--- src/rtl/decode_stage.sv ---
// RV32I decode stage: register file, instruction classify, immediate extract, ID/EX register, load-use detect (RF_BYPASS_EN: write-through reads).
// Latency 1 clk if_id_* -> id_ex_*; stall freezes ID/EX, id_hazard_stall tells fetch to hold if_id_*.
package instruction_utils;
  typedef enum logic [5:0] {
    INSTR_NOP = 6'd0,
    INSTR_LUI, INSTR_AUIPC, INSTR_JAL, INSTR_JALR,
    INSTR_BEQ, INSTR_BNE, INSTR_BLT, INSTR_BGE, INSTR_BLTU, INSTR_BGEU,
    INSTR_LB, INSTR_LH, INSTR_LW, INSTR_LBU, INSTR_LHU,
    INSTR_SB, INSTR_SH, INSTR_SW,
    INSTR_ADDI, INSTR_SLTI, INSTR_SLTIU, INSTR_XORI, INSTR_ORI, INSTR_ANDI,
    INSTR_SLLI, INSTR_SRLI, INSTR_SRAI,
    INSTR_ADD, INSTR_SUB, INSTR_SLL, INSTR_SLT, INSTR_SLTU,
    INSTR_XOR, INSTR_SRL, INSTR_SRA, INSTR_OR, INSTR_AND
  } rv32i_instr_e;
endpackage

module decode_stage
  import instruction_utils::*;
#(
  parameter bit LOAD_USE_STALL = 1'b1,
  parameter bit RF_RESET_ZERO  = 1'b1
) (
  input  logic         clk,
  input  logic         rst,
  input  logic         stall,
  input  logic         flush,
  input  logic         if_id_valid,
  input  logic [31:0]  if_id_instr,
  input  logic [31:0]  if_id_pc,
  input  logic         wb_write_en,
  input  logic [4:0]   wb_rd_addr,
  input  logic [31:0]  wb_data,
  output rv32i_instr_e id_ex_instr_type,
  output logic [31:0]  id_ex_rs1_data,
  output logic [31:0]  id_ex_rs2_data,
  output logic [4:0]   id_ex_rs1_addr,
  output logic [4:0]   id_ex_rs2_addr,
  output logic [31:0]  id_ex_imm,
  output logic [31:0]  id_ex_pc,
  output logic [4:0]   id_ex_rd_addr,
  output logic         id_ex_write_en,
  output logic         id_ex_illegal,
  output logic         id_hazard_stall
);

  typedef struct packed {
    rv32i_instr_e typ;
    logic [31:0]  rs1_dat;
    logic [31:0]  rs2_dat;
    logic [4:0]   rs1;
    logic [4:0]   rs2;
    logic [31:0]  imm;
    logic [31:0]  pc;
    logic [4:0]   rd;
    logic         we;
    logic         ill;
  } id_ex_t;

  logic [6:0]  opcode;
  logic [2:0]  f3;
  logic [6:0]  f7;
  logic [4:0]  rd, rs1, rs2;
  logic [31:0] imm_i, imm_s, imm_b, imm_u, imm_j;

  assign opcode = if_id_instr[6:0];
  assign f3     = if_id_instr[14:12];
  assign f7     = if_id_instr[31:25];
  assign rd     = if_id_instr[11:7];
  assign rs1    = if_id_instr[19:15];
  assign rs2    = if_id_instr[24:20];
  assign imm_i  = {{20{if_id_instr[31]}}, if_id_instr[31:20]};
  assign imm_s  = {{20{if_id_instr[31]}}, if_id_instr[31:25], if_id_instr[11:7]};
  assign imm_b  = {{19{if_id_instr[31]}}, if_id_instr[31], if_id_instr[7],
                   if_id_instr[30:25], if_id_instr[11:8], 1'b0};
  assign imm_u  = {if_id_instr[31:12], 12'b0};
  assign imm_j  = {{11{if_id_instr[31]}}, if_id_instr[31], if_id_instr[19:12],
                   if_id_instr[20], if_id_instr[30:21], 1'b0};

  rv32i_instr_e dec_type;
  logic [31:0]  dec_imm;
  logic         dec_ill, dec_wr_rd, dec_use1, dec_use2;

  always_comb begin
    dec_type  = INSTR_NOP;
    dec_imm   = '0;
    dec_ill   = 1'b0;
    dec_wr_rd = 1'b0;
    dec_use1  = 1'b0;
    dec_use2  = 1'b0;
    case (opcode)
      7'b0110111: begin dec_type = INSTR_LUI;   dec_imm = imm_u; dec_wr_rd = 1'b1; end
      7'b0010111: begin dec_type = INSTR_AUIPC; dec_imm = imm_u; dec_wr_rd = 1'b1; end
      7'b1101111: begin dec_type = INSTR_JAL;   dec_imm = imm_j; dec_wr_rd = 1'b1; end
      7'b1100111: begin
        dec_type = INSTR_JALR; dec_imm = imm_i; dec_wr_rd = 1'b1; dec_use1 = 1'b1;
        dec_ill  = (f3 != 3'b000);
      end
      7'b1100011: begin
        dec_imm = imm_b; dec_use1 = 1'b1; dec_use2 = 1'b1;
        case (f3)
          3'b000:  dec_type = INSTR_BEQ;
          3'b001:  dec_type = INSTR_BNE;
          3'b100:  dec_type = INSTR_BLT;
          3'b101:  dec_type = INSTR_BGE;
          3'b110:  dec_type = INSTR_BLTU;
          3'b111:  dec_type = INSTR_BGEU;
          default: dec_ill  = 1'b1;
        endcase
      end
      7'b0000011: begin
        dec_imm = imm_i; dec_wr_rd = 1'b1; dec_use1 = 1'b1;
        case (f3)
          3'b000:  dec_type = INSTR_LB;
          3'b001:  dec_type = INSTR_LH;
          3'b010:  dec_type = INSTR_LW;
          3'b100:  dec_type = INSTR_LBU;
          3'b101:  dec_type = INSTR_LHU;
          default: dec_ill  = 1'b1;
        endcase
      end
      7'b0100011: begin
        dec_imm = imm_s; dec_use1 = 1'b1; dec_use2 = 1'b1;
        case (f3)
          3'b000:  dec_type = INSTR_SB;
          3'b001:  dec_type = INSTR_SH;
          3'b010:  dec_type = INSTR_SW;
          default: dec_ill  = 1'b1;
        endcase
      end
      7'b0010011: begin
        dec_imm = imm_i; dec_wr_rd = 1'b1; dec_use1 = 1'b1;
        case (f3)
          3'b000: dec_type = INSTR_ADDI;
          3'b010: dec_type = INSTR_SLTI;
          3'b011: dec_type = INSTR_SLTIU;
          3'b100: dec_type = INSTR_XORI;
          3'b110: dec_type = INSTR_ORI;
          3'b111: dec_type = INSTR_ANDI;
          3'b001: begin
            dec_type = INSTR_SLLI; dec_imm = {27'b0, rs2};
            dec_ill  = (f7 != 7'h00);
          end
          default: begin
            // funct3=101: instr[30] picks arithmetic vs logical shift
            dec_type = if_id_instr[30] ? INSTR_SRAI : INSTR_SRLI;
            dec_imm  = {27'b0, rs2};
            dec_ill  = (f7 != 7'h00) && (f7 != 7'h20);
          end
        endcase
      end
      7'b0110011: begin
        dec_wr_rd = 1'b1; dec_use1 = 1'b1; dec_use2 = 1'b1;
        case ({f7, f3})
          {7'h00, 3'b000}: dec_type = INSTR_ADD;
          {7'h20, 3'b000}: dec_type = INSTR_SUB;
          {7'h00, 3'b001}: dec_type = INSTR_SLL;
          {7'h00, 3'b010}: dec_type = INSTR_SLT;
          {7'h00, 3'b011}: dec_type = INSTR_SLTU;
          {7'h00, 3'b100}: dec_type = INSTR_XOR;
          {7'h00, 3'b101}: dec_type = INSTR_SRL;
          {7'h20, 3'b101}: dec_type = INSTR_SRA;
          {7'h00, 3'b110}: dec_type = INSTR_OR;
          {7'h00, 3'b111}: dec_type = INSTR_AND;
          default:         dec_ill  = 1'b1;
        endcase
      end
      7'b0001111: dec_type = INSTR_NOP;
      default:    dec_ill  = 1'b1;
    endcase
    if (dec_ill) begin
      dec_type  = INSTR_NOP;
      dec_imm   = '0;
      dec_wr_rd = 1'b0;
      dec_use1  = 1'b0;
      dec_use2  = 1'b0;
    end
  end

  logic [31:0] rf [32];
  logic        wr_fire;
  logic [31:0] rs1_dat, rs2_dat;

  assign wr_fire = wb_write_en && (wb_rd_addr != 5'd0);

  if (RF_RESET_ZERO) begin : g_rf_rst
    always_ff @(posedge clk or negedge rst) begin
      if (!rst) begin
        for (int i = 0; i < 32; i++) rf[i] <= '0;
      end else if (wr_fire) begin
        rf[wb_rd_addr] <= wb_data;
      end
    end
  end else begin : g_rf_nrst
    always_ff @(posedge clk) begin
      if (wr_fire) rf[wb_rd_addr] <= wb_data;
    end
  end

`ifdef RF_BYPASS_EN
  assign rs1_dat = (rs1 == 5'd0) ? '0 : (wr_fire && wb_rd_addr == rs1) ? wb_data : rf[rs1];
  assign rs2_dat = (rs2 == 5'd0) ? '0 : (wr_fire && wb_rd_addr == rs2) ? wb_data : rf[rs2];
`else
  assign rs1_dat = (rs1 == 5'd0) ? '0 : rf[rs1];
  assign rs2_dat = (rs2 == 5'd0) ? '0 : rf[rs2];
`endif

  id_ex_t id_ex_q, dec;
  logic   flush_pend;
  logic   ex_is_load;

  assign dec = '{typ: dec_type, rs1_dat: rs1_dat, rs2_dat: rs2_dat, rs1: rs1, rs2: rs2,
                 imm: dec_imm, pc: if_id_pc, rd: dec_wr_rd ? rd : 5'd0,
                 we: dec_wr_rd && (rd != 5'd0), ill: dec_ill};

  assign ex_is_load = id_ex_q.typ inside {INSTR_LB, INSTR_LH, INSTR_LW, INSTR_LBU, INSTR_LHU};

  assign id_hazard_stall = LOAD_USE_STALL && if_id_valid && ex_is_load && id_ex_q.we &&
                           ((dec_use1 && rs1 == id_ex_q.rd) || (dec_use2 && rs2 == id_ex_q.rd));

  // A flush arriving under stall is remembered so the squash still lands once stall drops
  always_ff @(posedge clk or negedge rst) begin
    if (!rst) begin
      id_ex_q    <= '0;
      flush_pend <= 1'b0;
    end else if (stall) begin
      if (flush) flush_pend <= 1'b1;
    end else begin
      flush_pend <= 1'b0;
      if (flush || flush_pend || id_hazard_stall || !if_id_valid) id_ex_q <= '0;
      else                                                        id_ex_q <= dec;
    end
  end

  assign id_ex_instr_type = id_ex_q.typ;
  assign id_ex_rs1_data   = id_ex_q.rs1_dat;
  assign id_ex_rs2_data   = id_ex_q.rs2_dat;
  assign id_ex_rs1_addr   = id_ex_q.rs1;
  assign id_ex_rs2_addr   = id_ex_q.rs2;
  assign id_ex_imm        = id_ex_q.imm;
  assign id_ex_pc         = id_ex_q.pc;
  assign id_ex_rd_addr    = id_ex_q.rd;
  assign id_ex_write_en   = id_ex_q.we;
  assign id_ex_illegal    = id_ex_q.ill;

endmodule

--- config.mk ---
export PLATFORM = sky130hd
export DESIGN_NAME = decode_stage
export DESIGN_NICKNAME = d
export VERILOG_FILES = /design/src/rtl/decode_stage.sv
export SDC_FILE = /design/constraint.sdc
export NUM_CORES = 2
export LEC_CHECK = 0
export ABC_AREA = 1
export CAP_MARGIN = 20
export CORE_ASPECT_RATIO = 1.1
export CORE_UTILIZATION = 40
export CTS_CLUSTER_SIZE = 40
export DETAILED_ROUTE_END_ITERATION = 16
export DONT_BUFFER_PORTS = 1
export GPL_ROUTABILITY_DRIVEN = 0
export PLACE_DENSITY = 0.66
export SYNTH_ARGS = -nofsm -noshare
export SYNTH_HDL_FRONTEND = slang
export SYNTH_SLANG_ARGS = --single-unit
--- constraint.sdc ---
create_clock -name clk -period 3.85 [get_ports clk]
set_clock_uncertainty 0.05 [all_clocks]
set_input_delay 0.5775 -clock clk [delete_from_list [all_inputs] [get_ports clk]]
set_output_delay 0.5775 -clock clk [all_outputs]
set_load 0.02 [all_outputs]
==> results.txt <==
status - finished with violations
violated checks - negative hold slack, max-slew violations, negative setup slack
Worst Setup EP - id_hazard_stall
# rows - 151
first-pass GRT wire length - 350,000 um
crit-path max FO - 798
Ports - 259
cts bufs inserted - 120
min-delay worst type - input port to async pin
Fill cells - 15,412
core area - 155,000 sq um
CTS max path bufs - 3
Leak - 30.5 nW
NumNets Final - 8,166
max-slew violation count - 824
initial antenna violation count - 9
Root Driver - clkbuf_16
Post-DP HPWL - 127,000 um
DP Cell Count - 9,924
commonest non-fill, non-tap cell in the layout - nand2_1
Worst-Margin Slew - 2750 ps
final worst slack - -950 ps
TritonCTS clock tree - built
WP data required - 3220 ps
largest net degree at the start of global routing - 859
Avg WL per Cell - 23.0 um
Resized cells post-CTS - 0
Crit path buffers/inverters - 4
reg2reg path depth - 13
Yosys warnings - 0
clock tree sinks - 1,176
GRT Residual Overflow - 0
simple-gate share of the synthesized area - 0.209
crit-path leading delay family - buffers and inverters
Critical Path Start - if_id_instr[20]
non-filler cells, final - 10,224
Vias/cell - 5.91
DR iter-0 viols - 8,656
area growth from synthesis to layout - 9.45%
cell at the slowest stage of the critical path - inv_8
Max-slew headroom - -0.831
pwr/cell area - 494 nW/um^2
Yosys cell types - 37
compound-gate portion of the synthesized area - 0.237
most frequent cells in the layout - 2,022 x nand2_1, 1,726 x o21ai_0, 1,176 x dfrtp_1
Clk Latency, worst-skew pair - 770 ps
Cell Area, Placed - 63,400 sq um
final wirelength - 235,000 um
post-synthesis sequential area ratio - 0.471
syn_nets - 8,625
Syn Inst Count - 8,518
Crit. End Element - output pin
H-tree depth - 3
Arr. time, crit path - 4170 ps
syn_area_per_cell - 7.33 sq um
Die Y - 416 um
final non-filler cell area - 68,300 sq um
Starting Density - 0.404
count of final setup violators - 52
I/O Buffers - 0
Worst Hold Margin - -560 ps
Tcrit/Tclk final - 1.25
Reg clk slew, reported paths - 60 ps
DR DRC count - 0
die area - 158,000 sq um
cells along the critical path - inv_8 -> nand2_1 -> nand2_1 -> nor2_1 -> nand4_1 -> a21oi_2 -> nand3_4 -> buf_4 -> inv_1 -> buf_4
crit path time final - 4800 ps
Finished Core Util - 0.442
register bit total from synthesis - 1,176
Die W - 379 um
via count - 60,474
Setup CP Type - input port to output pin
Crit path depth - 10
Final ANT Viol Nets - 0
r2r startpoint - id_ex_rd_addr[2]
Initial DRT Pass Iterations - 6
post-CTS setup repair buffer count - 0
Post-Place Setup Slack - -74.7 ps
Achievable Freq - 208 MHz
Startpoint Class - input port
XOR/XNOR share of the synthesized area - 0.000140
worst vdd ir - 0.000369 V
MaxCap Viol Count - 0
Fin. Hold Viols - 147
Post-Synthesis Cell Area - 62,400 sq um
reg-to-reg endpoint - id_ex_rs1_data[19]
main combinational cell family by area after synthesis - compound AO/OA/AOI/OAI gates
RSZ-0062 raised after global routing - no
share of layout cells above drive strength 1 - 0.0483
GRT Total Usage - 0.291
R2R setup slack - 1480 ps
CP peak stage delay - 1240 ps
mux share of post-synthesis cell area - 0.000160
hold_buf cts - 76
vias in the first global route - 55,763
adder-cell share of the synthesized area - 0
## area by class of cell
type                            instances  area, sq um  share of cell area
Tap cell                             2065         2580              0.0378
Clock inverter                         45          547             0.00800
Timing Repair Buffer                  191         2150              0.0315
Multi-Input combinational cell       6025        28000               0.410
Clock buffer                          171         3550              0.0519
Antenna cell                            6         15.0            0.000220
Inverter                              545         2060              0.0302
Sequential cell                      1176        29400               0.431
## stage by stage
step / hold slack [ps] / setup TNS, ps / power (mW)
3_3_place_gp: 234 / 0 / 21.1
2_1_floorplan: 232 / 0 / 20.0
3_5_place_dp: 234 / -14930 / 21.4
4_1_cts: -594 / 0 / 33.7
6_report: -560 / -6000 / 33.7
5_1_grt: -567 / 0 / 35.4
## power by group
| group | internal (mW) | total [mW] | switching, mW |
|---|---|---|---|
| clock | 7.05 | 12.3 | 5.25 |
| combinational | 2.10 | 5.48 | 3.38 |
| sequential | 14.5 | 16.0 | 1.49 |
## sequential cells by signal (all words and copies together) (netlist names), 5 cells and up
signal,flops
id_ex_imm,32
id_ex_instr_type,6
id_ex_pc,32
id_ex_rd_addr,5
id_ex_rs1_addr,5
id_ex_rs1_data,32
id_ex_rs2_addr,5
id_ex_rs2_data,32
rf,1024
## synth_stat cells
master	n	area [sq um]
nand2_4	1	11.3
mux2i_1	1	10.0
dfrtp_1	1176	29400
clkinv_1	1	3.75
o21a_1	5	37.5
a31oi_1	3	18.8
o31ai_1	1	7.51
o21ai_0	1726	8640
clkbuf_1	588	2210
nor3_1	14	70.1
inv_4	1	6.26
nor2_4	1	11.3
or2_2	5	31.3
nor2_2	7	43.8
inv_2	15	56.3
nor2_1	677	2540
nand4_1	91	569
a211oi_1	31	233
nand3b_1	2	15.0
nand2_1	2046	7680
xnor2_1	1	8.76
buf_1	54	203
inv_1	528	1980
o211ai_1	276	2070
buf_4	13	97.6
a21oi_2	1	8.76
a21oi_1	597	2990
nand3_4	1	17.5
o22ai_1	100	626
a22o_1	1	8.76
o21ai_1	29	145
a21boi_0	1	7.51
nand3_1	396	1980
buf_2	117	586
nand2_2	7	43.8
nor3_2	3	30.0
nor4_4	1	21.3
## logic make-up after synthesis
| kind of cell | Yosys count |
|---|---|
| DFF | 1176 |
| AOI/OAI and AO/OA | 2771 |
| xor gates and xnor gates | 1 |
| and+or+nand+nor | 3252 |
| buffers and inverters | 1317 |
| muxes | 1 |
## worst min-delay path by stage
| stage | start | end | slack (ps) | depth (start not counted) |
|---|---|---|---|---|
| after floorplan | rst | flush_pend | 230 | 0 |
| after global placement | rst | id_ex_rs2_data[3] | 230 | 0 |
| after detailed placement | rst | id_ex_rs2_data[3] | 230 | 0 |
| after CTS | rst | id_ex_imm[16] | -590 | 0 |
| after global routing | rst | id_ex_imm[16] | -570 | 0 |
| final | rst | id_ex_imm[16] | -560 | 0 |
## routing by layer
metal / share of wire / vias up / wire [um] / track usage
met3: 0.13 / 642 / 29900 / 0.0818
met5: 0.000047 / - / 11 / 0
met1: 0.39 / 28940 / 92300 / 0.382
li1: - / 27401 / - / -
met4: 0.046 / 2 / 10900 / 0.131
met2: 0.43 / 3489 / 102000 / 0.445
(Power assumes the default switching activity.)
